**src/rtl/jtbubl_tile_draw_if.sv**
```systemverilog
// Request, ROM and line-buffer signals of the tile-row drawer.
// The slave side is the drawer; the master side is the object scanner and memory.
interface jtbubl_tile_draw_if #(
   parameter int CW   = 14,
   parameter int PALW = 4,
   parameter int BPP  = 4,
   parameter int TW   = 8,
   parameter int ROWW = 3
);
   logic                 LHBL;
   logic                 req;
   logic [CW-1:0]        req_code;
   logic [PALW-1:0]      req_pal;
   logic                 req_hflip;
   logic                 req_vflip;
   logic [ROWW-1:0]      req_row;
   logic [8:0]           req_xpos;
   logic                 full;
   logic                 busy;
   logic [CW+ROWW-1:0]   rom_addr;
   logic [BPP*TW-1:0]    rom_data;
   logic                 rom_ok;
   logic                 rom_cs;
   logic [8:0]           buf_addr;
   logic [PALW+BPP-1:0]  buf_din;
   logic                 buf_we;

   modport master (
      output LHBL, req, req_code, req_pal, req_hflip, req_vflip, req_row, req_xpos,
      output rom_data, rom_ok,
      input  full, busy, rom_addr, rom_cs, buf_addr, buf_din, buf_we
   );

   modport slave (
      input  LHBL, req, req_code, req_pal, req_hflip, req_vflip, req_row, req_xpos,
      input  rom_data, rom_ok,
      output full, busy, rom_addr, rom_cs, buf_addr, buf_din, buf_we
   );
endinterface

```
**src/rtl/jtbubl_tile_draw.sv**
```systemverilog
// Object tile-row drawer: queued requests, one ROM word per request, TW pixels
// written to the line buffer with transparency and per-tile flips.
module jtbubl_tile_draw #(
   parameter int CW    = 14,
   parameter int PALW  = 4,
   parameter int BPP   = 4,
   parameter int TW    = 8,
   parameter int ROWW  = 3,
   parameter int QAW   = 1,
   parameter int ALPHA = 0
) (
   input  logic              clk,
   input  logic              rst_n,
   jtbubl_tile_draw_if.slave bus
);
   localparam int              PIXW      = $clog2(TW);
   localparam int              DEPTH     = 2**QAW;
   localparam logic [BPP-1:0]  ALPHA_PEN = BPP'(ALPHA);

   typedef struct packed {
      logic [CW-1:0]   code;
      logic [PALW-1:0] pal;
      logic            hflip;
      logic            vflip;
      logic [ROWW-1:0] row;
      logic [8:0]      xpos;
   } entry_t;

   typedef enum logic [1:0] {IDLE, FETCH, DRAW} state_t;

   state_t            state_q, state_d;
   entry_t            fifo_q [DEPTH];
   logic [QAW-1:0]    wr_q, rd_q, rd_nxt;
   logic [QAW:0]      cnt_q;
   entry_t            cur_q, req_entry, load_entry;
   logic [BPP*TW-1:0] data_q;
   logic [PIXW-1:0]   pix_q, bit_idx;
   logic              first_q;
   logic              push, pop, load, last_pix, capture, full;
   logic [BPP-1:0]    pen;

   assign req_entry = '{code: bus.req_code, pal: bus.req_pal, hflip: bus.req_hflip,
                        vflip: bus.req_vflip, row: bus.req_row, xpos: bus.req_xpos};
   assign full     = (cnt_q == (QAW+1)'(DEPTH));
   assign push     = bus.req && !full && bus.LHBL;
   assign last_pix = (pix_q == PIXW'(TW-1));
   assign pop      = (state_q == DRAW) && last_pix && bus.LHBL;
   assign rd_nxt   = rd_q + QAW'(1);
   assign capture  = (state_q == FETCH) && (state_d == DRAW);

   always_ff @(posedge clk or negedge rst_n) begin
      if (!rst_n) state_q <= IDLE;
      else        state_q <= state_d;
   end

   // When the last queued entry is popped while a new one arrives, the new head
   // is taken straight from the request bus so back-to-back drawing never stalls.
   always_comb begin
      state_d    = state_q;
      load       = 1'b0;
      load_entry = fifo_q[rd_q];
      case (state_q)
         IDLE:
            if (cnt_q != '0) begin
               state_d = FETCH;
               load    = 1'b1;
            end
         FETCH:
            if (!first_q && bus.rom_ok) state_d = DRAW;
         DRAW:
            if (last_pix) begin
               if (cnt_q > (QAW+1)'(1) || push) begin
                  state_d    = FETCH;
                  load       = 1'b1;
                  load_entry = (cnt_q == (QAW+1)'(1)) ? req_entry : fifo_q[rd_nxt];
               end else begin
                  state_d = IDLE;
               end
            end
         default: state_d = IDLE;
      endcase
      if (!bus.LHBL) begin
         state_d = IDLE;
         load    = 1'b0;
      end
   end

   always_comb begin
      bit_idx = cur_q.hflip ? pix_q : PIXW'(TW-1) - pix_q;
      pen     = '0;
      for (int k = 0; k < BPP; k++) pen[k] = data_q[k*TW + int'(bit_idx)];

      bus.full     = full;
      bus.busy     = (state_q != IDLE) || (cnt_q != '0);
      bus.rom_cs   = (state_q == FETCH);
      bus.rom_addr = {cur_q.code, cur_q.row ^ {ROWW{cur_q.vflip}}};
      bus.buf_addr = '0;
      bus.buf_din  = '0;
      bus.buf_we   = 1'b0;
      if (state_q == DRAW) begin
         bus.buf_addr = cur_q.xpos + 9'(pix_q);
         bus.buf_din  = {cur_q.pal, pen};
         bus.buf_we   = (pen != ALPHA_PEN);
      end
   end

   always_ff @(posedge clk) begin
      if (push) fifo_q[wr_q] <= req_entry;
   end

   always_ff @(posedge clk or negedge rst_n) begin
      if (!rst_n) begin
         wr_q  <= '0;
         rd_q  <= '0;
         cnt_q <= '0;
      end else if (!bus.LHBL) begin
         wr_q  <= '0;
         rd_q  <= '0;
         cnt_q <= '0;
      end else begin
         if (push) wr_q <= wr_q + QAW'(1);
         if (pop)  rd_q <= rd_nxt;
         cnt_q <= cnt_q + (QAW+1)'(push) - (QAW+1)'(pop);
      end
   end

   // first_q masks rom_ok during the first FETCH cycle of every fetch, since ok
   // may still be asserted for the previous address.
   always_ff @(posedge clk or negedge rst_n) begin
      if (!rst_n) begin
         cur_q   <= '0;
         data_q  <= '0;
         pix_q   <= '0;
         first_q <= 1'b0;
      end else begin
         if (load)                    cur_q   <= load_entry;
         if (load)                    first_q <= 1'b1;
         else if (state_q == FETCH)   first_q <= 1'b0;
         if (capture) begin
            data_q <= bus.rom_data;
            pix_q  <= '0;
         end else if (state_q == DRAW) begin
            pix_q  <= pix_q + PIXW'(1);
         end
      end
   end
endmodule

```
**src/flat_wrapper.sv**
```systemverilog
// flat-port wrapper written by rule: the top's interface ports become plain ports
module jtbubl_tile_draw_flat 
#(
   parameter int CW    = 14,
   parameter int PALW  = 4,
   parameter int BPP   = 4,
   parameter int TW    = 8,
   parameter int ROWW  = 3,
   parameter int QAW   = 1,
   parameter int ALPHA = 0
)
  (clk, rst_n, bus_LHBL, bus_req, bus_req_code, bus_req_pal, bus_req_hflip, bus_req_vflip, bus_req_row, bus_req_xpos, bus_rom_data, bus_rom_ok, bus_full, bus_busy, bus_rom_addr, bus_rom_cs, bus_buf_addr, bus_buf_din, bus_buf_we);
  jtbubl_tile_draw_if #(.CW(CW), .PALW(PALW), .BPP(BPP), .TW(TW), .ROWW(ROWW)) bus_i ();
  input  logic clk;
  input  logic rst_n;
  input wire logic [$bits(bus_i.LHBL)-1:0] bus_LHBL;
  input wire logic [$bits(bus_i.req)-1:0] bus_req;
  input wire logic [$bits(bus_i.req_code)-1:0] bus_req_code;
  input wire logic [$bits(bus_i.req_pal)-1:0] bus_req_pal;
  input wire logic [$bits(bus_i.req_hflip)-1:0] bus_req_hflip;
  input wire logic [$bits(bus_i.req_vflip)-1:0] bus_req_vflip;
  input wire logic [$bits(bus_i.req_row)-1:0] bus_req_row;
  input wire logic [$bits(bus_i.req_xpos)-1:0] bus_req_xpos;
  input wire logic [$bits(bus_i.rom_data)-1:0] bus_rom_data;
  input wire logic [$bits(bus_i.rom_ok)-1:0] bus_rom_ok;
  output wire logic [$bits(bus_i.full)-1:0] bus_full;
  output wire logic [$bits(bus_i.busy)-1:0] bus_busy;
  output wire logic [$bits(bus_i.rom_addr)-1:0] bus_rom_addr;
  output wire logic [$bits(bus_i.rom_cs)-1:0] bus_rom_cs;
  output wire logic [$bits(bus_i.buf_addr)-1:0] bus_buf_addr;
  output wire logic [$bits(bus_i.buf_din)-1:0] bus_buf_din;
  output wire logic [$bits(bus_i.buf_we)-1:0] bus_buf_we;
  assign bus_i.LHBL = bus_LHBL;
  assign bus_i.req = bus_req;
  assign bus_i.req_code = bus_req_code;
  assign bus_i.req_pal = bus_req_pal;
  assign bus_i.req_hflip = bus_req_hflip;
  assign bus_i.req_vflip = bus_req_vflip;
  assign bus_i.req_row = bus_req_row;
  assign bus_i.req_xpos = bus_req_xpos;
  assign bus_i.rom_data = bus_rom_data;
  assign bus_i.rom_ok = bus_rom_ok;
  assign bus_full = bus_i.full;
  assign bus_busy = bus_i.busy;
  assign bus_rom_addr = bus_i.rom_addr;
  assign bus_rom_cs = bus_i.rom_cs;
  assign bus_buf_addr = bus_i.buf_addr;
  assign bus_buf_din = bus_i.buf_din;
  assign bus_buf_we = bus_i.buf_we;
  jtbubl_tile_draw #(.CW(CW), .PALW(PALW), .BPP(BPP), .TW(TW), .ROWW(ROWW), .QAW(QAW), .ALPHA(ALPHA)) u_core (.clk(clk), .rst_n(rst_n), .bus(bus_i));
endmodule
```
**config.mk**
```make
export PLATFORM = sky130hd
export DESIGN_NAME = jtbubl_tile_draw_flat
export DESIGN_NICKNAME = d
export VERILOG_FILES = /design/src/rtl/jtbubl_tile_draw_if.sv /design/src/rtl/jtbubl_tile_draw.sv /design/src/flat_wrapper.sv
export SDC_FILE = /design/constraint.sdc
export NUM_CORES = 1
export LEC_CHECK = 0
export CAP_MARGIN = 0
export CORE_MARGIN = 1
export CORE_UTILIZATION = 56
export CTS_BUF_LIST = sky130_fd_sc_hd__clkbuf_4 sky130_fd_sc_hd__clkbuf_8
export CTS_CLUSTER_SIZE = 25
export DETAILED_ROUTE_END_ITERATION = 6
export PLACE_DENSITY = 0.93
export SYNTH_ARGS = -nofsm -noshare
export SYNTH_HDL_FRONTEND = slang
export SYNTH_SLANG_ARGS = --single-unit
```
**constraint.sdc**
```tcl
create_clock -name clk -period 3.2 [get_ports clk]
set_clock_uncertainty 0.05 [all_clocks]
set_input_delay 0.48 -clock clk [delete_from_list [all_inputs] [get_ports clk]]
set_output_delay 0.48 -clock clk [all_outputs]
set_load 0.05 [all_outputs]
```
# After elaboration in Yosys (flattened, before gate mapping)
# Memory sizes are Yosys's and may differ from the RTL's.
# Cells that the tools add are included.
[totals] romBits=0 in_bits=69 latchBits=0 elab_cells=95 out_inout_bits=38 reg_bits=74 mem_bits_rw=64 memories=1
[memory_table] name="u_core.fifo_q" words=2 word_bits=32 read_ports=2 rd_clocked_by_memory_dff=0 wr=1 line="jtbubl_tile_draw.sv:32" source="entry_t fifo_q [DEPTH];"
[classes] div_mod_pow=0 n_mux=41 bitwise=1 order_cmp=5 addsub=10 eq_ne=8 n_shift=0 reduce_logical=16 mul=0
[op_table] cell="$mux W32" count=4
[op_table] cell="$lt A32 B7 Y1 const B" count=3
[op_table] cell="$mux W1" count=21
[op_table] cell="$bmux W1 S5" count=3
[op_table] cell="$add A5 B3 Y6 const A" count=2
[op_table] cell="$mux W2" count=5
[op_table] cell="$add A9 B3 Y9" count=1
[op_table] cell="$mux W3" count=3
[op_table] cell="$mux W9" count=1
[op_table] cell="$mux W8" count=1
[op_table] cell="$reduce_bool A2 Y1" count=4
[op_table] cell="$eq A2 B2 Y1 const B" count=3
[op_table] cell="$logic_and A1 B1 Y1" count=6
[op_table] cell="$lt A3 B6 Y1 const B" count=1
[op_table] cell="$pmux W2 S3" count=1
[op_table] cell="$add A4 B3 Y5 const A" count=1
[op_table] cell="$eq A2 B1 Y1 const B" count=2
[op_table] cell="$ne A2 B1 Y1 const B" count=2
[op_table] cell="$reduce_bool A4 Y1" count=1
[op_table] cell="$add A3 B1 Y3 const B" count=1
[op_table] cell="$bmux W1 S3" count=1
[op_table] cell="$eq A3 B3 Y1 const B" count=1
[op_table] cell="$sub A3 B3 Y3 const A" count=1
[op_table] cell="$xor A3 B3 Y3" count=1
[op_table] cell="other kinds (8)" count=11

# Longest topological paths before layout
[logic_depth] ltp_word=12 mapped_depth=10 ltp_nobuf=10

# Worst setup path before layout
# OpenSTA, ideal clock, no wires.
[synth_path] path_type="flip-flop to output port" startpoint="reg u_core.pix_q[1]" endpoint="out bus_buf_we" path_stages_with_launch=8 path_slack_ps=92 n_path_buf=2 required_ps=2670 t_arrival_ps=2578 path_cell_list="dfrtp_1 -> buf_6 -> buf_6 -> mux2i_1 -> a221oi_1 -> o21ai_0 -> a31oi_1 -> or3_1"
[synth_between] elab_chain_cells=8
[synth_rtl] element="start, declared" line="jtbubl_tile_draw.sv:37" source="logic [PIXW-1:0] pix_q, bit_idx;"
[synth_rtl] element="start signal, assigned" line="jtbubl_tile_draw.sv:143" source="pix_q <= pix_q + PIXW'(1);"
[synth_rtl] element="$sub A3 B3 Y3" line="jtbubl_tile_draw.sv:89" source="bit_idx = cur_q.hflip ? pix_q : PIXW'(TW-1) - pix_q;"
[synth_rtl] element="$mux W3 *" line="jtbubl_tile_draw.sv:89"
[synth_rtl] element="$add A5 B3 Y6 or $add A4 B3 Y5 (tied branches)" line="jtbubl_tile_draw.sv:91" source="for (int k = 0; k < BPP; k++) pen[k] = data_q[k*TW + int'(bit_idx)];"
[synth_rtl] element="$bmux W1 S5" line="jtbubl_tile_draw.sv:91"
[synth_rtl] element="$mux W1 (not written as such) (2 in series)" line="jtbubl_tile_draw.sv:91"
[synth_rtl] element="$reduce_bool A4 Y1 *" line="jtbubl_tile_draw.sv:103" source="bus.buf_we = (pen != ALPHA_PEN);"
[synth_rtl] element="$mux W1 *" line="jtbubl_tile_draw.sv:100" source="if (state_q == DRAW) begin"
[synth_rtl] element="end, declared" line="flat_wrapper.sv:32" source="output wire logic [$bits(bus_i.buf_we)-1:0] bus_buf_we;"
# Every way passes the cells marked *; elsewhere a longest branch is shown, timed or not. The select of a mux whose other input is x is not followed.

# Worst setup path after layout
# Same ends and word-level chain as after synthesis.

==> results.py <==
metrics = {
    "floorplanning": {
        "io_pins": 107,
        "die_w_um": 112,
        "dieHeight_um": 112,
        "dieArea_um2": 12600,
        "start_util_pct": 58.5,
        "rows": 39,
        "fp.coreArea_um2": 11600,
    },
    "cells_and_area": {
        "post-route-util_pct": 72.1,
        "syn2layout_area_growth_pct": 23.2,
        "nets": 718,
        "antenna_cells": 0,
        "drive_above_1_share_pct": 16.1,
        "design_area_um2": 8370,
    },
    "clock_tree": {
        "numClockSinks": 138,
        "cts_buffers": 17,
        "htree_levels": 4,
        "cts.path.max_buffers": 2,
        "cts_tree": "done",
        "path_clk_slew_ns": 0.09,
        "root_buffer": "clkbuf_8",
        "clk_latency_ns": 0.46,
        "hold_buffers": 0,
    },
    "setup_path": {
        "cpPeakStageDelay_ns": 0.56,
        "crit_path_cell_trace": "buf_12 > mux4_1 > a22oi_1 > and3_1 > a21oi_1 > or3_1 > buf_4",
        "worstSetupPathType": "flip-flop to output pin",
        "regToRegStartpoint": "u_core.pix_q[1]",
        "cpLargestDelayFamily": "multiplexers",
        "worst_path_max_delay_cell": "mux4_1",
        "cp.arrival_ns": 2.60,
        "r2r_cells": 9,
        "critPathCaptureType": "output pin",
        "required_ns": 2.67,
        "crit_buf_inv": 2,
        "crit_fanout": 11,
        "crit_path_start_kind": "flip-flop",
        "rrSetupSlack_ns": 0.26,
        "rr_endpoint": "u_core.cur_q[1]",
    },
    "synth": {
        "syn_inst": 556,
        "synth_area_per_cell_um2": 12.2,
        "synth_area_um2": 6790,
        "ys_seq_elements": 138,
        "async_flop_share_pct": 53.6,
        "synth_ff_type": "dfrtp_1",
        "ys_types": 39,
        "ys.warnings.count": 0,
        "synth_edf_count": 64,
        "seq_area_frac_synth_pct": 55.5,
        "synth_nets": 633,
    },
    "run": {
        "maxCapViolations": 0,
    },
    "routing": {
        "vias": 5285,
        "via_per_inst": 6.63,
        "drt_iter0_markers": 487,
        "drc": 9,
        "ant_nets": 0,
        "wl_per_cell_um": 21.7,
        "dr.pass1.iters": 7,
        "wl_mm": 17.3,
    },
    "placement": {
        "io_buffers": 106,
        "postPlaceCellArea_um2": 7910,
        "gp_routability_congestion": 0.826,
        "place_hpwl_mm": 10.5,
        "place_ws_ns": 0.471,
    },
    "global_route": {
        "gr-total-overflow": 0,
        "grt_pass1_wl_mm": 26.5,
        "grt_pass1_vias": 5208,
        "antenna_found_initial": 0,
        "grt_start_max_net_pins": 75,
        "grt_use_total_pct": 27.6,
    },
    "min_path": {
        "hp-class": "primary input to asynchronous set/reset pin",
    },
    "power_and_ir_drop": {
        "p_int_uw": 4160,
        "p_leak_uw": 0.00338,
        "switching_share_pct": 37.1,
        "power_frac_comb_pct": 36.4,
        "powerDensity_nw_per_um2": 791,
        "p_clk_share_pct": 22.1,
        "switchingPower_uw": 2450,
        "pwr-share-seq_pct": 41.5,
        "ir_worst_vdd_uv": 861,
    },
    "sta": {
        "slew_violations": 0,
        "min_period_over_period_pct": 97.7,
        "period_needed_ns": 3.13,
        "setup-tns-final_ns": 0,
        "hold_viol_final": 0,
        "max_freq_mhz": 320,
        "max_slew.worst_pin.slew_ns": 1.14,
        "slew_headroom_pct": 23.9,
        "worst_slack_ns": 0.0735,
        "setup_viol": 0,
    },
    "run_status": {
        "status": "finished with violations",
        "violations": "design-rule violations",
    },
}
logic make-up after synthesis:
family,share of synthesized area [%]
muxes,11.7
adders and majority gates,1.58
DFF,55.5
xor gates and xnor gates,1.80
buffers and inverters,4.88
AOI/OAI and AO/OA,17.6
and+or+nand+nor,6.94
registers in the layout, summed over array words and instances, names as in the netlist, 2 cells and up:
signal	flops
u_core.state_q	2
u_core.data_q	32
u_core.pix_q	3
u_core.bus.rom_addr	14
u_core.fifo_q	64
u_core.cnt_q	2
u_core.cur_q	18
area by class of cell:
type / instances / area (um2)
flip-flops and latches: 138 / 3780
fillers: 725 / 3250
multi-input cells: 356 / 2710
repair buffers: 121 / 1270
clock buffers: 20 / 269
well taps: 143 / 179
clock inverters: 12 / 139
inverters: 7 / 26.3
Yosys cell counts (2+ instances only):
| master | instances | area [um2] |
|---|---|---|
| and3_1 | 3 | 18.8 |
| buf_6 | 3 | 33.8 |
| o21ai_0 | 33 | 165 |
| mux2_2 | 33 | 372 |
| inv_1 | 7 | 26.3 |
| a221oi_1 | 2 | 17.5 |
| nor2b_1 | 7 | 43.8 |
| o22a_1 | 31 | 272 |
| o22ai_1 | 62 | 388 |
| and2_1 | 10 | 62.6 |
| xor2_1 | 9 | 78.8 |
| dfrtp_1 | 74 | 1850 |
| nor2_1 | 20 | 75.1 |
| nand2b_1 | 3 | 18.8 |
| a21oi_1 | 8 | 40.0 |
| mux2i_1 | 7 | 70.1 |
| mux4_2 | 4 | 90.1 |
| nand3_1 | 10 | 50.1 |
| buf_2 | 19 | 95.1 |
| ha_1 | 7 | 87.6 |
| clkbuf_1 | 16 | 60.1 |
| xnor2_1 | 5 | 43.8 |
| edfxtp_1 | 64 | 1920 |
| a22oi_1 | 2 | 15.0 |
| buf_4 | 14 | 105 |
| nand2_1 | 46 | 173 |
| mux4_1 | 10 | 263 |
| a21o_1 | 34 | 255 |
| buf_1 | 3 | 11.3 |
worst reg2reg max path, delay by kind of cell, from the launching register on:
kind | cells | cell delay, ns
simple gates | 2 | 0.36
buf+inv | 2 | 0.30
fa+ha+maj | 2 | 0.32
flops | 1 | 0.40
compound gates | 3 | 1.37
power groups by stage:
stage	registers (uW)	logic, uW	clock network, uW
4_1_cts	2700	2300	1470
3_5_place_dp	2730	2260	0
3_3_place_gp	2670	2140	0
2_1_floorplan	2570	1770	0
6_report	2750	2410	1460
5_1_grt	2780	2560	1560
metrics by stage:
stage,power (uW),hold slack (ns),std cells
floorplan,4340,0.134,556
global placement,4810,0.404,763
detailed placement,4980,0.418,763
CTS,6470,0.161,795
global route,6890,0.189,797
finish,6620,0.117,797
worst max-delay path by stage:
stage	from	endpoint	slack, ns	cells after the start
floorplan	u_core.pix_q[1]	bus_buf_we	0.09	7
global placement	u_core.pix_q[1]	bus_buf_we	0.54	7
detailed placement	u_core.pix_q[1]	u_core.bus.rom_addr[5]	0.47	8
CTS	u_core.pix_q[1]	bus_buf_we	0.03	7
global route	u_core.pix_q[1]	bus_buf_we	-0.03	8
finish	u_core.pix_q[1]	bus_buf_we	0.07	7
layer usage:
| metal | part of all wire [%] | routed length [um] | track usage, % | vias to the layer above |
|---|---|---|---|---|
| li1 | - | - | - | 2277 |
| met1 | 38 | 6570 | 34.3 | 2613 |
| met2 | 49 | 8450 | 45.1 | 338 |
| met3 | 9.6 | 1670 | 8.10 | 57 |
| met4 | 3.5 | 600 | 12.4 | 0 |
| met5 | 0 | 0 | 0 | - |
what timing repair did:
action,in CTS,in global routing
endpoints found under the hold margin,0,0
setup buffers,0,1
gates cloned,0,1
resized for setup,1,5
setup endpoints to repair,1,2
cell usage in the layout, fill, tap and decap left out, types with 3 or more instances in the layout:
master / n
ha_1: 7
mux4_2: 4
edfxtp_1: 64
nand3_1: 10
mux2_2: 33
inv_6: 4
a21o_1: 34
and3_1: 3
nor2b_1: 7
xor2_1: 9
buf_12: 9
a21oi_1: 8
nand2_1: 46
nor2_1: 19
o22a_1: 31
clkbuf_8: 19
clkdlybuf4s50_1: 92
mux4_1: 10
nand2b_1: 3
buf_4: 18
mux2i_1: 7
dfrtp_1: 72
xnor2_1: 5
inv_1: 7
o22ai_1: 62
o21ai_0: 33
and2_1: 8
clkinvlp_4: 4
Note: power is estimated with default switching activity, not from simulation.
